### src/rtl/fwd_ctrl_unit.sv
// fwd_ctrl_unit: EX-stage operand forwarding selects and load-use stall
// detection for the pipelined MIPS core.
//
// A shadow copy of the EX/MEM/WB pipeline registers (destination register
// and control bits only) is kept here so that forwarding is decided from
// registered state alone.
//
// Optional build macro: FWD_CTRL_STATS_EN adds saturating forward/stall
// counters (fwd_count, stall_count). Without it those ports do not exist.
//
// Handshake: none. The unit observes the ID stage every cycle; stall is a
// combinational request that the core honours in the same cycle by holding
// PC and IF/ID, while this unit inserts the EX bubble itself.
module fwd_ctrl_unit #(
    parameter int REG_ADDR_W = 5,
    parameter int CNT_W      = 16
) (
    input  logic                  clk,
    input  logic                  rst,
    input  logic                  id_valid,
    input  logic [REG_ADDR_W-1:0] id_rs,
    input  logic [REG_ADDR_W-1:0] id_rt,
    input  logic                  id_uses_rs,
    input  logic                  id_uses_rt,
    input  logic [REG_ADDR_W-1:0] id_dst,
    input  logic                  id_reg_write,
    input  logic                  id_mem_read,
    input  logic                  flush,
    output logic [1:0]            fwd_a_sel,
    output logic [1:0]            fwd_b_sel,
    output logic                  stall
`ifdef FWD_CTRL_STATS_EN
    ,
    output logic [CNT_W-1:0]      fwd_count,
    output logic [CNT_W-1:0]      stall_count
`endif
);

    // Mux select codes, matching the EX operand mux input order.
    localparam logic [1:0] SEL_RF  = 2'd0;
    localparam logic [1:0] SEL_WB  = 2'd1;
    localparam logic [1:0] SEL_MEM = 2'd2;

    // EX shadow
    logic                  ex_valid_q,   ex_valid_d;
    logic [REG_ADDR_W-1:0] ex_rs_q,      ex_rs_d;
    logic [REG_ADDR_W-1:0] ex_rt_q,      ex_rt_d;
    logic                  ex_uses_rs_q, ex_uses_rs_d;
    logic                  ex_uses_rt_q, ex_uses_rt_d;
    logic [REG_ADDR_W-1:0] ex_dst_q,     ex_dst_d;
    logic                  ex_rw_q,      ex_rw_d;
    logic                  ex_mr_q,      ex_mr_d;
    // MEM shadow
    logic                  mem_valid_q,  mem_valid_d;
    logic [REG_ADDR_W-1:0] mem_dst_q,    mem_dst_d;
    logic                  mem_rw_q,     mem_rw_d;
    logic                  mem_mr_q,     mem_mr_d;
    // WB shadow
    logic                  wb_valid_q,   wb_valid_d;
    logic [REG_ADDR_W-1:0] wb_dst_q,     wb_dst_d;
    logic                  wb_rw_q,      wb_rw_d;

    logic ex_capture;
    logic mem_fwd_ok;
    logic wb_fwd_ok;

    // Load-use detection: the load in EX has no result yet for the ID reader.
    always_comb begin
        stall = id_valid && !flush && ex_valid_q && ex_mr_q && ex_rw_q &&
                (ex_dst_q != '0) &&
                ((id_uses_rs && (ex_dst_q == id_rs)) ||
                 (id_uses_rt && (ex_dst_q == id_rt)));
    end

    // Next shadow-pipeline state: ID into EX unless stalled/flushed/bubble.
    always_comb begin
        ex_capture   = id_valid && !stall && !flush;
        ex_valid_d   = ex_capture;
        ex_rs_d      = id_rs;
        ex_rt_d      = id_rt;
        ex_uses_rs_d = id_uses_rs;
        ex_uses_rt_d = id_uses_rt;
        ex_dst_d     = id_dst;
        ex_rw_d      = ex_capture && id_reg_write;
        ex_mr_d      = ex_capture && id_mem_read;

        mem_valid_d  = ex_valid_q;
        mem_dst_d    = ex_dst_q;
        mem_rw_d     = ex_rw_q;
        mem_mr_d     = ex_mr_q;

        wb_valid_d   = mem_valid_q;
        wb_dst_d     = mem_dst_q;
        wb_rw_d      = mem_rw_q;
    end

    // Shadow pipeline registers; advance every cycle, cleared by reset.
    always_ff @(posedge clk or posedge rst) begin
        if (rst) begin
            ex_valid_q   <= 1'b0;
            ex_rs_q      <= '0;
            ex_rt_q      <= '0;
            ex_uses_rs_q <= 1'b0;
            ex_uses_rt_q <= 1'b0;
            ex_dst_q     <= '0;
            ex_rw_q      <= 1'b0;
            ex_mr_q      <= 1'b0;
            mem_valid_q  <= 1'b0;
            mem_dst_q    <= '0;
            mem_rw_q     <= 1'b0;
            mem_mr_q     <= 1'b0;
            wb_valid_q   <= 1'b0;
            wb_dst_q     <= '0;
            wb_rw_q      <= 1'b0;
        end else begin
            ex_valid_q   <= ex_valid_d;
            ex_rs_q      <= ex_rs_d;
            ex_rt_q      <= ex_rt_d;
            ex_uses_rs_q <= ex_uses_rs_d;
            ex_uses_rt_q <= ex_uses_rt_d;
            ex_dst_q     <= ex_dst_d;
            ex_rw_q      <= ex_rw_d;
            ex_mr_q      <= ex_mr_d;
            mem_valid_q  <= mem_valid_d;
            mem_dst_q    <= mem_dst_d;
            mem_rw_q     <= mem_rw_d;
            mem_mr_q     <= mem_mr_d;
            wb_valid_q   <= wb_valid_d;
            wb_dst_q     <= wb_dst_d;
            wb_rw_q      <= wb_rw_d;
        end
    end

    // Forward selects from registered state only; MEM (newest) beats WB, $0 never forwarded.
    always_comb begin
        mem_fwd_ok = mem_valid_q && mem_rw_q && (mem_dst_q != '0);
        wb_fwd_ok  = wb_valid_q && wb_rw_q && (wb_dst_q != '0);
        fwd_a_sel  = SEL_RF;
        fwd_b_sel  = SEL_RF;
        if (ex_valid_q && ex_uses_rs_q) begin
            if (mem_fwd_ok && (mem_dst_q == ex_rs_q)) begin
                fwd_a_sel = SEL_MEM;
            end else if (wb_fwd_ok && (wb_dst_q == ex_rs_q)) begin
                fwd_a_sel = SEL_WB;
            end
        end
        if (ex_valid_q && ex_uses_rt_q) begin
            if (mem_fwd_ok && (mem_dst_q == ex_rt_q)) begin
                fwd_b_sel = SEL_MEM;
            end else if (wb_fwd_ok && (wb_dst_q == ex_rt_q)) begin
                fwd_b_sel = SEL_WB;
            end
        end
    end

`ifdef FWD_CTRL_STATS_EN
    logic [CNT_W-1:0] fwd_count_q,   fwd_count_d;
    logic [CNT_W-1:0] stall_count_q, stall_count_d;

    // Saturating counters: one forward event per cycle regardless of operand count.
    always_comb begin
        fwd_count_d   = fwd_count_q;
        stall_count_d = stall_count_q;
        if (((fwd_a_sel != SEL_RF) || (fwd_b_sel != SEL_RF)) && (fwd_count_q != '1)) begin
            fwd_count_d = fwd_count_q + 1'b1;
        end
        if (stall && (stall_count_q != '1)) begin
            stall_count_d = stall_count_q + 1'b1;
        end
    end

    // Counter registers.
    always_ff @(posedge clk or posedge rst) begin
        if (rst) begin
            fwd_count_q   <= '0;
            stall_count_q <= '0;
        end else begin
            fwd_count_q   <= fwd_count_d;
            stall_count_q <= stall_count_d;
        end
    end

    assign fwd_count   = fwd_count_q;
    assign stall_count = stall_count_q;
`endif

endmodule

### config.mk
export PLATFORM = sky130hd
export DESIGN_NAME = fwd_ctrl_unit
export DESIGN_NICKNAME = d
export VERILOG_FILES = /design/src/rtl/fwd_ctrl_unit.sv
export SDC_FILE = /design/constraint.sdc
export NUM_CORES = 1
export LEC_CHECK = 0
export CAP_MARGIN = 15
export CORE_AREA = 3 3 53 55
export DETAILED_ROUTE_END_ITERATION = 6
export DIE_AREA = 0 0 56 58
export DONT_BUFFER_PORTS = 1
export PLACE_DENSITY = 0.69
export SYNTH_ARGS = -nofsm -noshare
export SYNTH_HDL_FRONTEND = slang
export SYNTH_SLANG_ARGS = --single-unit
### constraint.sdc
create_clock -name clk -period 2.9 [get_ports clk]
set_clock_uncertainty 0.05 [all_clocks]
set_input_delay 0.29 -clock clk [delete_from_list [all_inputs] [get_ports clk]]
set_output_delay 0.29 -clock clk [all_outputs]
set_load 0.005 [all_outputs]
After elaboration in Yosys (flattened, before gate mapping)
Index checks and enable logic that the tools add are counted.

storage, ports and cells
  memories = 0
  bits in registers = 34
  bits in latches = 0
  memory bits (writable) = 0
  input port bits = 23
  logic and storage cells = 54
  memory bits (read-only) = 0
  output and inout bits = 5

operators by class
  add/subtract/negate cells = 0
  $lt $le $gt $ge = 0
  $mul = 0
  divide/modulo/power cells = 0
  reductions and logical operators = 28
  equal/unequal tests = 6
  mux-type cells = 6
  shift operators = 0
  bitwise logic cells = 0

operators by type and width
  cell                count
  == test 5 bit       6
  logical AND 1 bit   22
  nonzero test 5 bit  3
  2-to-1 mux 2 bit    4
  logical NOT 1 bit   2
  2-to-1 mux 1 bit    2
  logical OR 1 bit    1

Depth between registers and ports, before layout
Gate-level depths: netlist of run 1.

  word-level depth = 11
  mapped depth = 4
  mapped depth without buffers = 4

Worst setup path after synthesis of run 1
No wires, ideal clock.

  path kind = register to output
  from = register mem_dst_q[1]
  to = output fwd_b_sel[0]
  stages on the path, launching flop included = 5
  arrival = 1.366 ns
  setup slack = 1.194 ns
  data required time = 2.560 ns
  path buffers = 0
  path through = dfrtp_1 -> or4_1 -> o211ai_2 -> nor4_1 -> nor3_1

on the way
  longest elaborated chain between the ends = 5
  elaborated cells between the ends (all ways) = 6
  those cells by class = eq/ne (1); mux (2); reduce/logical (3)

ends and longest elaborated chain
  item                    line  text
  start, declared         55    logic [REG_ADDR_W-1:0] mem_dst_q, mem_dst_d;
  start signal, assigned  125   mem_dst_q <= mem_dst_d;
  nonzero test 5 bit      136   mem_fwd_ok = mem_valid_q && mem_rw_q && (mem_dst_q != '0);
  logical AND 1 bit       136
  logical AND 1 bit (*)   148   if (mem_fwd_ok && (mem_dst_q == ex_rt_q)) begin
  2-to-1 mux 2 bit (*)    148
  2-to-1 mux 2 bit (*)    147   if (ex_valid_q && ex_uses_rt_q) begin
  end, declared           30    output logic [1:0] fwd_b_sel,

Every way passes the cells marked *; elsewhere a longest branch is shown, timed or not.

Worst setup path in the final report of run 1
Same ends and word-level chain as after synthesis.

==> impl_metrics.ini, run 1 <==
[timing]
worstMarginPinSlew_ns = 0.406
timing.hold.ws_ns = 0.0138
drv_slew = 0
hold_violations = 0
fmax_mhz = 465
fin_crit_sh_pct = 74.2
fin_crit_ns = 2.15
rsz0062_at_grt = false
setup_slack_ns = 0.749
slew_headroom_pct = 72.7
tns_ns = 0
finalSetupViolCount = 0

[global_routing]
grt_pass1_vias = 919
grt_overflow = 0
track_usage_pct = 16.8
grt_max_degree = 35
antenna_found_initial = 0
grt_pass1_wl_mm = 3.96

[layout]
finalNetCount = 147
area_growth_syn_to_layout_pct = 22.5
n_antenna_cell = 0
drive_gt1_share_pct = 8.00

[critical_path]
critPathMaxFanout = 4
cp-end-kind = output pin
critPathArrivalTime_ns = 1.81
critical_path_required_ns = 2.56
r2r_end = ex_valid_q
critPathLaunchType = flop
worstRegToRegCells = 4
rr_startpoint = ex_dst_q[2]
crit_type = flop to output pin
r2r_slack_ns = 1.45

[die]
io_pins = 28
rows = 18
initial_core_util_pct = 53.9
dieArea_um2 = 3250
core-area_um2 = 2430
die_w_um = 56
die_h_um = 58

[worst_hold_path]
hold_path_end = ex_mr_q
worstHoldPathCells = 2
hold_path_class = primary input to flop
worstHoldStart = id_mem_read

[outcome]
status = finished, final reports clean

[yosys]
ys_warn_count = 0
ys_async_sr_fraction_pct = 100
synth_top_cell_by_area = dfrtp_1
synthAdderAreaFrac_pct = 0
synth_cell_types = 20
synth_compound_area_share_pct = 3.72
synth_edf_count = 0
ys.flop_type = dfrtp_1
synth.area.top_cells = dfrtp_1, xnor2_1, xor2_1, nand4_1, nor4_1
syn_area_per_cell_um2 = 13.5
synth_area_um2 = 1310
synthMuxAreaShare_pct = 0
synth-seq-cells = 34
synth_top_family_by_area = XOR/XNOR gates
yosys-top-cells-count = dfrtp_1, xnor2_1, xor2_1
synth_top_area_share_pct = 64.9
synth_xor_area_share_pct = 20.0
yosysMostFrequentCell = dfrtp_1
synth_fp_nets = 120
ys_seq_area_share_pct = 64.9
netlist_instances = 97
synth-simple-area-share_pct = 11.1

[pwr]
leakagePower_nw = 0.669
ir_drop_mv = 0.497
power_density_nw_per_um2 = 534

[detailed_routing]
wl_per_cell_um = 15.3
first_pass_iters = 2
wirelength_mm = 2.37
drtAntennaViolNets = 0
vias_per_cell = 5.27
drtIter0Drc = 5
vias = 817
drc = 0

[clocking]
ctsHtreeMaxLevel = 2
cts_setup_buffers = 0
clkTransAtPathRegs_ns = 0.09
cts_buffers = 5
clock-sinks = 34
hold_buffers = 19
clock_latency_ns = 0.32
post_cts_resized = 0
root_buffer = clkbuf_4
cts.path.max_buffers = 2
cts_tree = yes

[placed_design]
io_buffers = 0
gp_congestion = 0.798
place_ws_ns = 1.10

[run]
drv_cap = 0
[kinds of logic (layout without fill, tap and decap cells)]
| group | after synthesis | count (layout) |
|---|---|---|
| XOR/XNOR | 30 | 30 |
| buffers and inverters | 1 | 29 |
| AO/OA/AOI/OAI | 7 | 7 |
| AND/OR/NAND/NOR | 25 | 25 |
| flip-flops | 34 | 34 |
[routing by layer]
layer | track usage, % | share of wire, %
met1 | 17.4 | 39
met2 | 29.2 | 50
met3 | 6.46 | 6.8
met4 | 9.83 | 4.4
met5 | 0 | 0
[stage by stage]
| step | cells | util [%] | instance area, um^2 | power (mW) |
|---|---|---|---|---|
| 2_1_floorplan | 97 | - | 1310 | 0.571 |
| 3_3_place_gp | 128 | 55.8 | 1360 | 0.586 |
| 3_5_place_dp | 128 | 55.8 | 1360 | 0.588 |
| 4_1_cts | 155 | 66.0 | 1610 | 0.870 |
| 5_1_grt | 155 | 66.0 | 1610 | 0.902 |
| 6_report | 155 | 66.0 | 1610 | 0.857 |
[critical path, stage by stage, from the launching register on]
cell	delay [ns]
dfrtp_1	0.43
or4_1	0.55
o211ai_2	0.17
nor4_1	0.09
nor3_1	0.24
[worst max path at each step]
stage	start	endpoint	slack (ns)	cells past startpoint
finish	mem_dst_q[1]	fwd_b_sel[0]	0.75	4
global route	mem_dst_q[1]	fwd_b_sel[0]	0.66	4
CTS	mem_dst_q[1]	fwd_b_sel[0]	0.73	4
detailed placement	mem_dst_q[1]	fwd_b_sel[0]	1.10	4
global placement	mem_dst_q[1]	fwd_b_sel[0]	1.14	4
floorplan	mem_dst_q[1]	fwd_b_sel[0]	1.19	4
[power breakdown]
part	leakage [nW]	total, mW	internal (mW)	switching, mW
combinational	0.227	0.0757	0.0456	0.0301
sequential	0.407	0.522	0.497	0.0244
clock	0.0353	0.260	0.117	0.142
[layout make-up]
class	instances	area, um^2
repair buffers	20	198
multi-input cells	62	457
inverters	1	3.75
flip-flops and latches	34	851
clock inverters	1	5.00
well taps	30	37.5
fillers	185	826
clock buffers	7	55.1
[flip-flops by register name, indices dropped and copies added, names as in the netlist, 5 cells and up]
signal and cells:
ex_rt_q 5, ex_rs_q 5, ex_dst_q 5, mem_dst_q 5, wb_dst_q 5
[cell usage in the layout, fill, tap and decap left out, types with 2 or more instances in the layout]
master         synthesis  layout
nand4_1                5       5
nand3_1                2       2
nand2_1                4       4
or4_1                  2       2
xnor2_1               18      18
and3_1                 2       2
dfrtp_1               34      34
xor2_1                12      12
clkbuf_4               0       5
a21oi_1                3       3
nor4_1                 4       4
dlygate4sd3_1          0      19
nor3_1                 2       2
Power figures use the tool's default switching activity.
==> inputs of run 2 (changes only) <==
==> config.mk (replaced) <==
export PLATFORM = sky130hd
export DESIGN_NAME = fwd_ctrl_unit
export DESIGN_NICKNAME = d
export VERILOG_FILES = /design/src/rtl/fwd_ctrl_unit.sv
export SDC_FILE = /design/constraint.sdc
export NUM_CORES = 1
export LEC_CHECK = 0
export ABC_AREA = 1
export CAP_MARGIN = 15
export CORE_AREA = 3 3 56 58
export DETAILED_ROUTE_END_ITERATION = 6
export DIE_AREA = 0 0 59 61
export DONT_BUFFER_PORTS = 1
export PLACE_DENSITY = 0.71
export SYNTH_ARGS = -nofsm -noshare
export SYNTH_HDL_FRONTEND = slang
export SYNTH_SLANG_ARGS = --single-unit
==> constraint.sdc (replaced) <==
create_clock -name clk -period 1.8 [get_ports clk]
set_clock_uncertainty 0.05 [all_clocks]
set_input_delay 0.18 -clock clk [delete_from_list [all_inputs] [get_ports clk]]
set_output_delay 0.18 -clock clk [all_outputs]
set_load 0.005 [all_outputs]
==> run 2 against run 1 <==
Flip-flop and latch count is the same. Largest cell class unchanged. Largest power group unchanged. Critical path type unchanged. Critical path depth is 1 higher. Hold slack better by 0.11 ns.
==> impl_metrics.ini, run 2 <==
[outcome]
status = finished, final reports clean

[timing]
rsz0062_at_grt = false
finalSetupViolCount = 0
drv_slew = 0
fin_crit_ns = 1.65
timing.hold.ws_ns = 0.120
worstMarginPinSlew_ns = 0.389
hold_violations = 0
fin_crit_sh_pct = 91.6
tns_ns = 0
setup_slack_ns = 0.151
slew_headroom_pct = 74.0
fmax_mhz = 606

[global_routing]
antenna_found_initial = 0
grt_pass1_wl_mm = 4.20
grt_pass1_vias = 1020
track_usage_pct = 16.8
grt_overflow = 0
grt_max_degree = 35

[placed_design]
gp_congestion = 0.875
place_inst = 194
placed_area_um2 = 1500
place_ws_ns = 0.493
io_buffers = 0
hpwl_mm = 1.91

[clocking]
root_buffer = clkbuf_4
clock_latency_ns = 0.32
cts_setup_buffers = 0
cts_tree = yes
clkTransAtPathRegs_ns = 0.09
cts.path.max_buffers = 2
ctsHtreeMaxLevel = 2
cts_buffers = 5
clock-sinks = 34

[die]
initial_core_util_pct = 53.6
die_w_um = 59
core-area_um2 = 2710
io_pins = 28
dieArea_um2 = 3600
rows = 19
die_h_um = 61

[yosys]
synth.area.top_cells = dfrtp_1, nand2_1, xnor2_1, inv_1, nor2_1
ys.flop_type = dfrtp_1
synth_top_cell_by_area = dfrtp_1
syn_area_per_cell_um2 = 8.97
synth_edf_count = 0
ys_warn_count = 0
synth_cell_types = 14
ys_seq_area_share_pct = 58.5
yosys-top-cells-count = nand2_1, dfrtp_1, inv_1
synth-seq-cells = 34
synth_fp_nets = 185
netlist_instances = 162
synth_area_um2 = 1450
synth_top_area_share_pct = 58.5
yosysMostFrequentCell = nand2_1
ys_async_sr_fraction_pct = 100

[detailed_routing]
drc = 0
drtIter0Drc = 25
first_pass_iters = 4
vias = 1067
wl_per_cell_um = 11.5
drtAntennaViolNets = 0
vias_per_cell = 4.81
wirelength_mm = 2.55

[layout]
final_common_cell = nand2_1
area_growth_syn_to_layout_pct = 23.6
fill_cells = 214
postLayoutCoreUtil_pct = 66.3
finalNonFillerCells = 222
layout_common_cells = nand2_1, dfrtp_1, inv_1
n_antenna_cell = 0
finalNetCount = 213
drive_gt1_share_pct = 7.85
fin_area_um2 = 1800

[pwr]
power_density_nw_per_um2 = 823
leakagePower_nw = 0.917
ir_drop_mv = 0.847
p_total_mw = 1.48

[critical_path]
crit_type = flop to output pin
critical_path_required_ns = 1.57
cp-end-kind = output pin
critPathArrivalTime_ns = 1.42
critPathLaunchType = flop
rr_startpoint = ex_dst_q[3]
critPathMaxFanout = 4
setup.worst_path.start = mem_dst_q[2]

[worst_hold_path]
hold_path_class = primary input to flop
worstHoldStart = flush

[run]
drv_cap = 0
## run 2: critical path, stage by stage (launching register included)
cell	delay, ns
dfrtp_1	0.44
nor3_1	0.19
nand2_1	0.07
nand3_1	0.17
nor3_1	0.08
nor2_1	0.15
## run 2: final cells by class
type	instances	area, um^2	area share [%]
clock buffer	8	78.8	4.39
sequential	34	851	47.4
timing repair buffer	21	208	11.6
inverter	26	97.6	5.43
tap	31	38.8	2.16
multi-input combinational	102	523	29.1
## run 2: cell families after synthesis
kind of cell           Yosys count  synth area share [%]
buffers and inverters           26                  6.71
AND/OR/NAND/NOR                 84                  24.2
flip-flops                      34                  58.5
XOR/XNOR                        17                  10.2
AO/OA/AOI/OAI                    1                 0.344
## run 2: layer usage
layer,global-route usage (%),vias to the layer above,part of all wire (%)
met5,0,-,0
met4,6.80,0,1.1
met3,8.09,4,4.7
met2,28.2,24,53
met1,18.4,497,41
li1,-,542,-
## run 2: final timing paths
kind | end | slack [ns] | depth (start not counted)
worst min register to register | wb_rw_q | 0.34 | 0
worst min-delay path | ex_rw_q | 0.12 | 4
max in group asynchronous | wb_rw_q | 1.09 | 3
worst max register to register | ex_valid_q | 0.56 | 9
min in group asynchronous | ex_mr_q | 0.33 | 3
worst max-delay path | fwd_a_sel[0] | 0.15 | 5
## run 2: power breakdown
part | leakage, nW | switching [mW] | internal [mW] | total [mW]
Combinational | 0.465 | 0.0704 | 0.0774 | 0.148
Sequential | 0.407 | 0.0361 | 0.801 | 0.837
Clock | 0.0446 | 0.227 | 0.267 | 0.494
## run 2: timing repair
item | CTS | global route
hold buffers | 20 | 0
setup endpoints to repair | 0 | 3
hold endpoints to repair | 53 | 0
gates resized for setup | 0 | 3
